<file path="config.mk">
export PLATFORM = sky130hd
export DESIGN_NAME = mem_port_arbiter
export DESIGN_NICKNAME = d
export VERILOG_FILES = /design/src/rtl/mem_port_arbiter.sv
export SDC_FILE = /design/constraint.sdc
export NUM_CORES = 1
export LEC_CHECK = 0
export ABC_AREA = 1
export BUFFER_PORTS_ARGS = -buffer_cell sky130_fd_sc_hd__buf_2
export CORE_MARGIN = 1.5
export CORE_UTILIZATION = 41
export CTS_CLUSTER_SIZE = 25
export DETAILED_ROUTE_END_ITERATION = 10
export PLACE_DENSITY = 0.73
export SYNTH_ARGS = -nofsm -noshare
export SYNTH_HDL_FRONTEND = slang
export SYNTH_SLANG_ARGS = --single-unit
export TNS_END_PERCENT = 1
</file>
<file path="constraint.sdc">
create_clock -name clk -period 4.4 [get_ports clk]
set_input_delay 0.22 -clock clk [delete_from_list [all_inputs] [get_ports clk]]
set_output_delay 0.22 -clock clk [all_outputs]
set_load 0.05 [all_outputs]
</file>
<file path="src/rtl/mem_port_arbiter.sv">
// Arbiter sharing one single-port memory between fetch and data ports.
// Data port has priority, bounded by a starvation counter for fetch.
module mem_port_arbiter #(
  parameter int ADDR_W     = 32,
  parameter int DATA_W     = 32,
  parameter int LATENCY    = 2,
  parameter int STARVE_MAX = 3
) (
  input  logic              clk,
  input  logic              rst,
  input  logic              if_req_i,
  input  logic [ADDR_W-1:0] if_addr_i,
  output logic              if_ready_o,
  output logic [DATA_W-1:0] if_rdata_o,
  input  logic              d_req_i,
  input  logic              d_we_i,
  input  logic [ADDR_W-1:0] d_addr_i,
  input  logic [DATA_W-1:0] d_wdata_i,
  output logic              d_ready_o,
  output logic [DATA_W-1:0] d_rdata_o,
  output logic              mem_en_o,
  output logic              mem_we_o,
  output logic [ADDR_W-1:0] mem_addr_o,
  output logic [DATA_W-1:0] mem_wdata_o,
  input  logic [DATA_W-1:0] mem_rdata_i,
  output logic              owner_o,
  output logic              stall_if_o,
  output logic              stall_mem_o
);

  typedef enum logic [1:0] {
    IDLE,
    ISSUE,
    WAIT,
    DONE
  } state_e;

  state_e            state_q, state_d;
  logic              owner_q, owner_d;
  logic              we_q, we_d;
  logic              mem_en_q, mem_en_d;
  logic              mem_we_q, mem_we_d;
  logic [ADDR_W-1:0] addr_q, addr_d;
  logic [DATA_W-1:0] wdata_q, wdata_d;
  logic [DATA_W-1:0] if_rdata_q, if_rdata_d;
  logic [DATA_W-1:0] d_rdata_q, d_rdata_d;
  logic              if_ready_q, if_ready_d;
  logic              d_ready_q, d_ready_d;
  logic [3:0]        cnt_q, cnt_d;
  logic [3:0]        starve_q, starve_d;
  logic              pick_d;

  // State and output registers; reset abandons any in-flight access
  always_ff @(posedge clk or posedge rst) begin
    if (rst) begin
      state_q    <= IDLE;
      owner_q    <= 1'b0;
      we_q       <= 1'b0;
      mem_en_q   <= 1'b0;
      mem_we_q   <= 1'b0;
      addr_q     <= '0;
      wdata_q    <= '0;
      if_rdata_q <= '0;
      d_rdata_q  <= '0;
      if_ready_q <= 1'b0;
      d_ready_q  <= 1'b0;
      cnt_q      <= '0;
      starve_q   <= '0;
    end else begin
      state_q    <= state_d;
      owner_q    <= owner_d;
      we_q       <= we_d;
      mem_en_q   <= mem_en_d;
      mem_we_q   <= mem_we_d;
      addr_q     <= addr_d;
      wdata_q    <= wdata_d;
      if_rdata_q <= if_rdata_d;
      d_rdata_q  <= d_rdata_d;
      if_ready_q <= if_ready_d;
      d_ready_q  <= d_ready_d;
      cnt_q      <= cnt_d;
      starve_q   <= starve_d;
    end
  end

  // Next-state: grant in IDLE, strobe in ISSUE, count latency, pulse ready
  always_comb begin
    state_d    = state_q;
    owner_d    = owner_q;
    we_d       = we_q;
    mem_en_d   = 1'b0;
    mem_we_d   = 1'b0;
    addr_d     = addr_q;
    wdata_d    = wdata_q;
    if_rdata_d = if_rdata_q;
    d_rdata_d  = d_rdata_q;
    if_ready_d = 1'b0;
    d_ready_d  = 1'b0;
    cnt_d      = cnt_q;
    starve_d   = starve_q;
    pick_d     = d_req_i &
                 ~(if_req_i & (starve_q == 4'(STARVE_MAX)));
    unique case (state_q)
      IDLE: begin
        if (if_req_i | d_req_i) begin
          owner_d  = pick_d;
          we_d     = pick_d & d_we_i;
          addr_d   = pick_d ? d_addr_i : if_addr_i;
          wdata_d  = pick_d ? d_wdata_i : '0;
          mem_en_d = 1'b1;
          mem_we_d = pick_d & d_we_i;
          state_d  = ISSUE;
          if (pick_d & if_req_i) begin
            if (starve_q < 4'(STARVE_MAX))
              starve_d = starve_q + 4'd1;
          end else begin
            starve_d = '0;
          end
        end
      end
      ISSUE: begin
        cnt_d   = 4'(LATENCY);
        state_d = WAIT;
      end
      WAIT: begin
        if (cnt_q == 4'd1) begin
          state_d = DONE;
          // A dropped requester gets neither data nor a pulse
          if (owner_q) begin
            if (d_req_i) begin
              d_ready_d = 1'b1;
              if (!we_q)
                d_rdata_d = mem_rdata_i;
            end
          end else if (if_req_i) begin
            if_ready_d = 1'b1;
            if_rdata_d = mem_rdata_i;
          end
        end else begin
          cnt_d = cnt_q - 4'd1;
        end
      end
      DONE: begin
        state_d = IDLE;
      end
      default: begin
        state_d = IDLE;
      end
    endcase
  end

  assign if_ready_o  = if_ready_q;
  assign if_rdata_o  = if_rdata_q;
  assign d_ready_o   = d_ready_q;
  assign d_rdata_o   = d_rdata_q;
  assign mem_en_o    = mem_en_q;
  assign mem_we_o    = mem_we_q;
  assign mem_addr_o  = addr_q;
  assign mem_wdata_o = wdata_q;
  assign owner_o     = owner_q;
  assign stall_if_o  = if_req_i & ~if_ready_q;
  assign stall_mem_o = d_req_i & ~d_ready_q;

endmodule

</file>
Yosys cells after proc, flatten, opt, wreduce, memory -nomap -nowiden --
Cells that the tools add are included.
Storage, ports and cells: register bits 144, bits of input ports 133, output and inout bits 135, logic and storage cells 66
Operators by class: add/subtract/negate cells 2, order comparisons 1, equality and inequality tests 9, mux-type cells 21, bitwise operators 12, reduce and logical (&&, ||, !) cells 8
Operators by type and width (count):
- two-way mux 32 bit | 2
- two-way mux 1 bit | 12
- two-way mux 4 bit | 3
- one-hot mux 2 bit (4 select lines) | 1
- one-hot mux 4 bit (2 select lines) | 1
- bitwise AND 1 bit | 6
- inequality test 2 bit (second input constant) | 3
- AND reduction 2 bit | 3
- inverter 1 bit | 5
- AND reduction 5 bit | 1
- adder 4 x 1 -> 4 bit (second input constant) | 1
- equality test 2 bit (second input constant) | 2
- equality test 4 x 1 -> 1 bit (second input constant) | 1
- equality test 4 x 2 -> 1 bit (second input constant) | 1
- < comparator 4 x 2 -> 1 bit (second input constant) | 1
- two-way mux 2 bit | 2
- AND reduction 4 bit | 1
- subtractor 4 x 1 -> 4 bit (second input constant) | 1
- AND reduction 3 bit | 1
- equality test 2 x 1 -> 1 bit (second input constant) | 1
- zero test 2 bit | 1
- inequality test 2 x 1 -> 1 bit (second input constant) | 1
- nonzero test 2 bit | 1
- OR 1 bit | 1

Depth between registers and ports, before layout --
word-level depth 7, gate-level depth with buffers 9, depth with buffers taken out 8

Least setup slack after synthesis --
OpenSTA, ideal clock, no wires.
kind reg2reg, start register state_q[0], end register d_rdata_q[1], in the netlist d_rdata_o[1], setup time 0.120 ns, arrival time 1.403 ns, required time 4.280 ns, path slack 2.877 ns, stages on the path, launching flop included 10, buffers on the path 2, clock period less this slack 1.523 ns, cell sequence dfrtp_1 -> inv_1 -> ha_1 -> buf_2 -> nand2_1 -> nor3_2 -> nand2_4 -> buf_6 -> nand2_1 -> o21ai_2
On the way: longest elaborated chain between the ends 2
Ends and longest elaborated chain:
- from (decl) | RTL line 38 | state_e state_q, state_d;
- from (signal assigned) | RTL line 70 | state_q <= state_d;
- equality test 2 bit | RTL line 103 | unique case (state_q)
- AND reduction 5 bit (no source line)
- to (signal assigned) | RTL line 78 | d_rdata_q <= d_rdata_d;
- to (decl) | RTL line 46 | logic [DATA_W-1:0] d_rdata_q, d_rdata_d;
No other way between the ends. A chain may end at the register's enable or synchronous reset.

Worst setup path in the final report --
start register state_q[0], end register we_q
On the way: longest elaborated chain between the ends 2
Ends and longest elaborated chain:
- zero test 2 bit | RTL line 103
- AND reduction 2 bit (no source line)
- to (signal assigned) | RTL line 72 | we_q <= we_d;
- to (decl) | RTL line 40 | logic we_q, we_d;
No other way between the ends.

==> qor.log <==
qor: sta.hold_viol 0
qor: detailed_routing.viasPerCell 4.57
qor: yosys.average_size_of_a_mapped_cell 8.67 um^2
qor: placed_design.place.detailed.hpwl 10.9 mm
qor: critical_path.critical_path.startpoint_type flop
qor: floorplan.die_x 129 um
qor: clock_network.clk_latency 0.42 ns
qor: critical_path.timing.critical_path.arrival 2.67 ns
qor: critical_path.crit_end_category flop
qor: clock_network.tritoncts_num_sinks 144
qor: detailed_routing.post_drt_wl_per_cell 13.3 um
qor: sta.rsz_0062_raised_after_global_routing false
qor: pwr.report.power.total 7.52 mW
qor: sta.relSlewSlack 23.4%
qor: detailed_routing.drt_pass1_iterations 4
qor: floorplan.fp.coreArea 15,400 um^2
qor: yosys.yosys-top-cells-area dfrtp_1, nand2_1, inv_1
qor: floorplan.die_area 16,700 um^2
qor: yosys.ys_seq_area_share 55.3%
qor: sta.finalSetupViolCount 0
qor: placed_design.numPortBuffers 267
qor: global_route.grt_start_max_net_pins 114
qor: placed_design.finalWeightedCongestion 0.767
qor: clock_network.cts_made_buffers 17
qor: final_layout.share_of_post_route_cells_with_drive_strength_above_1 33.6%
qor: global_route.vias_in_the_first_global_route 5,546
qor: floorplan.initial_utilization 42.4%
qor: yosys.synth-main-ff-cell dfrtp_1
qor: clock_network.clock_tree.buffer_depth 2
qor: global_route.initial_antenna_violation_count 0
qor: yosys.syn_area 6520 um^2
qor: detailed_routing.drt_iter0_markers 225
qor: global_route.globalRouteOverflowTotal 0
qor: yosys.synth-async-reset-ratio 100%
qor: global_route.first_pass_grt_wire_length 26.8 mm
qor: global_route.grt.total_usage 20.6%
qor: critical_path.worst-endpoint-required 4.69 ns
qor: final_layout.finish.net_count 1,173
qor: detailed_routing.drtAntennaViolNets 0
qor: sta.fin_tns_setup 0 ns
qor: sta.period_needed 2.38 ns
qor: pwr.irDropWorstVdd 0.500 mV
qor: run_status.run_status complete, no violations
qor: sta.slew_violations 0
qor: detailed_routing.drcViolationCount 0
qor: clock_network.h-tree-depth 4
qor: sta.min_period_over_period 54.0%
qor: sta.tightestPinTransition 1.15 ns
qor: yosys.synth_cells 752
qor: floorplan.design.portCount 268
qor: critical_path.critical_path_peak_fanout 66
qor: pwr.total_leakage_power 5.20 nW
qor: sta.final.setup_skew 0.00944 ns
qor: min_path.hold_class input port to flop
qor: floorplan.num_rows 45
qor: floorplan.die_height 129 um
qor: job.maxCapViolations 0
qor: sta.max_freq 421 MHz
qor: yosys.ys_seq_elements 144
qor: final_layout.antennaDiodeCount 0
qor: final_layout.fillers 1,384
qor: final_layout.area_growth_syn_to_layout 33.8%
qor: clock_network.cts_root_buf clkbuf_16
qor: yosys.yosysWarningCount 0
qor: detailed_routing.finalWirelength 16.7 mm
qor: final_layout.final_core_utilization 56.8%
qor: yosys.post-synth-top-area-cell dfrtp_1
qor: pwr.power_per_cell_area 862 nW/um^2
qor: clock_network.worst_setup_hold_path_clk_slew 0.06 ns
qor: yosys.synth_enable_flop_cells 0
qor: critical_path.worstSetupPathType flop to flop
qor: yosys.synth_fp_nets 892
qor: yosys.synth.top_cell.area_share 55.3%
qor: critical_path.setup_slack_on_the_worst_flop_to_flop_path 2.02 ns
qor: yosys.synth.distinct_cells 22
qor: detailed_routing.route.vias.total 5,738
qor: clock_network.cts_tree done
sequential cells by signal, indices dropped and copies added (netlist names):
name         count
if_rdata_o      32
d_rdata_o       32
cnt_q            4
state_q          2
owner_o          1
mem_we_o         1
d_ready_o        1
mem_wdata_o     32
we_q             1
if_ready_o       1
mem_addr_o      32
starve_q         4
mem_en_o         1
what timing repair did:
action                    in CTS  in global routing
resized for setup              0                  0
hold endpoints to repair      30                  0
buffers inserted               0                  0
hold buffers                  30                  0
per-layer routing:
| metal | routed length (um) | up-vias | share of wire [%] | global-route usage (%) |
|---|---|---|---|---|
| met5 | 0 | - | 0 | 0 |
| li1 | - | 2856 | - | - |
| met1 | 7200 | 2641 | 43 | 25.3 |
| met4 | 354 | 0 | 2.1 | 8.20 |
| met3 | 1200 | 27 | 7.2 | 6.11 |
| met2 | 7940 | 214 | 48 | 34.2 |
cells by family after synthesis:
kind of cell / synth area share, %
AOI/OAI and AO/OA: 7.83
adders and majority gates: 1.34
buffers and inverters: 11.8
DFF: 55.3
and+or+nand+nor: 23.7
synth_stat cells (3+ instances only):
library cell,count
nand2_1,282
dfrtp_1,144
inv_1,113
nand3_1,68
o21ai_2,36
o21ai_1,29
buf_6,23
buf_2,10
nor2_1,10
o21ai_0,8
ha_1,7
inv_2,6
clkbuf_1,3
nand2_4,3
report_power, final:
| part | switching, mW | internal [mW] | total (mW) | leakage (nW) |
|---|---|---|---|---|
| registers | 0.322 | 1.91 | 2.24 | 1.87 |
| logic | 2.95 | 0.853 | 3.80 | 3.04 |
| clock network | 0.586 | 0.899 | 1.48 | 0.296 |
| total | 3.86 | 3.66 | 7.52 | 5.20 |
worst paths after layout:
kind	startpoint	end	cells past startpoint
min reg2reg	d_rdata_o[26]	d_rdata_o[26]	2
min in group asynchronous	rst	if_rdata_o[0]	2
max reg2reg	state_q[0]	we_q	7
min	d_wdata_i[7]	mem_wdata_o[7]	3
max in group asynchronous	rst	mem_addr_o[19]	3
max	state_q[0]	we_q	7
critical path, cell delays in order (launching register included):
cell and delay (ns):
dfrtp_1 0.40, inv_1 0.11, ha_1 0.27, inv_2 0.09
nor2_8 0.45, inv_2 0.55, nand2_1 0.20, o21ai_0 0.10
metrics by stage:
step | worst slack [ns] | hold slack [ns] | std cells | area (um^2)
after floorplan | 0.314 | 0.330 | 752 | 6520
after global placement | 1.93 | 0.413 | 1195 | 7820
after detailed placement | 1.86 | 0.416 | 1195 | 7820
after CTS | 2.03 | 0.000895 | 1256 | 8730
after global routing | 1.80 | 0.0185 | 1256 | 8730
final | 2.02 | 0.0247 | 1256 | 8730
final cells by class:
cell class | count | area [um^2] | share of cell area, %
clock buffers | 17 | 425 | 4.88
clock inverters | 14 | 180 | 2.06
inverters | 119 | 452 | 5.18
multi-input cells | 452 | 2150 | 24.6
flip-flops and latches | 144 | 3600 | 41.3
well taps | 211 | 264 | 3.03
repair buffers | 299 | 1650 | 18.9
cell usage in the layout, fill, tap and decap left out, types with 8 or more instances in the layout:
master	instances
nand2_1	282
buf_2	267
dfrtp_1	144
inv_1	112
nand3_1	67
o21ai_2	36
dlygate4sd3_1	30
o21ai_1	29
clkbuf_16	17
nor2_1	10
o21ai_0	8
No activity file was read; power rests on OpenSTA's default activity.
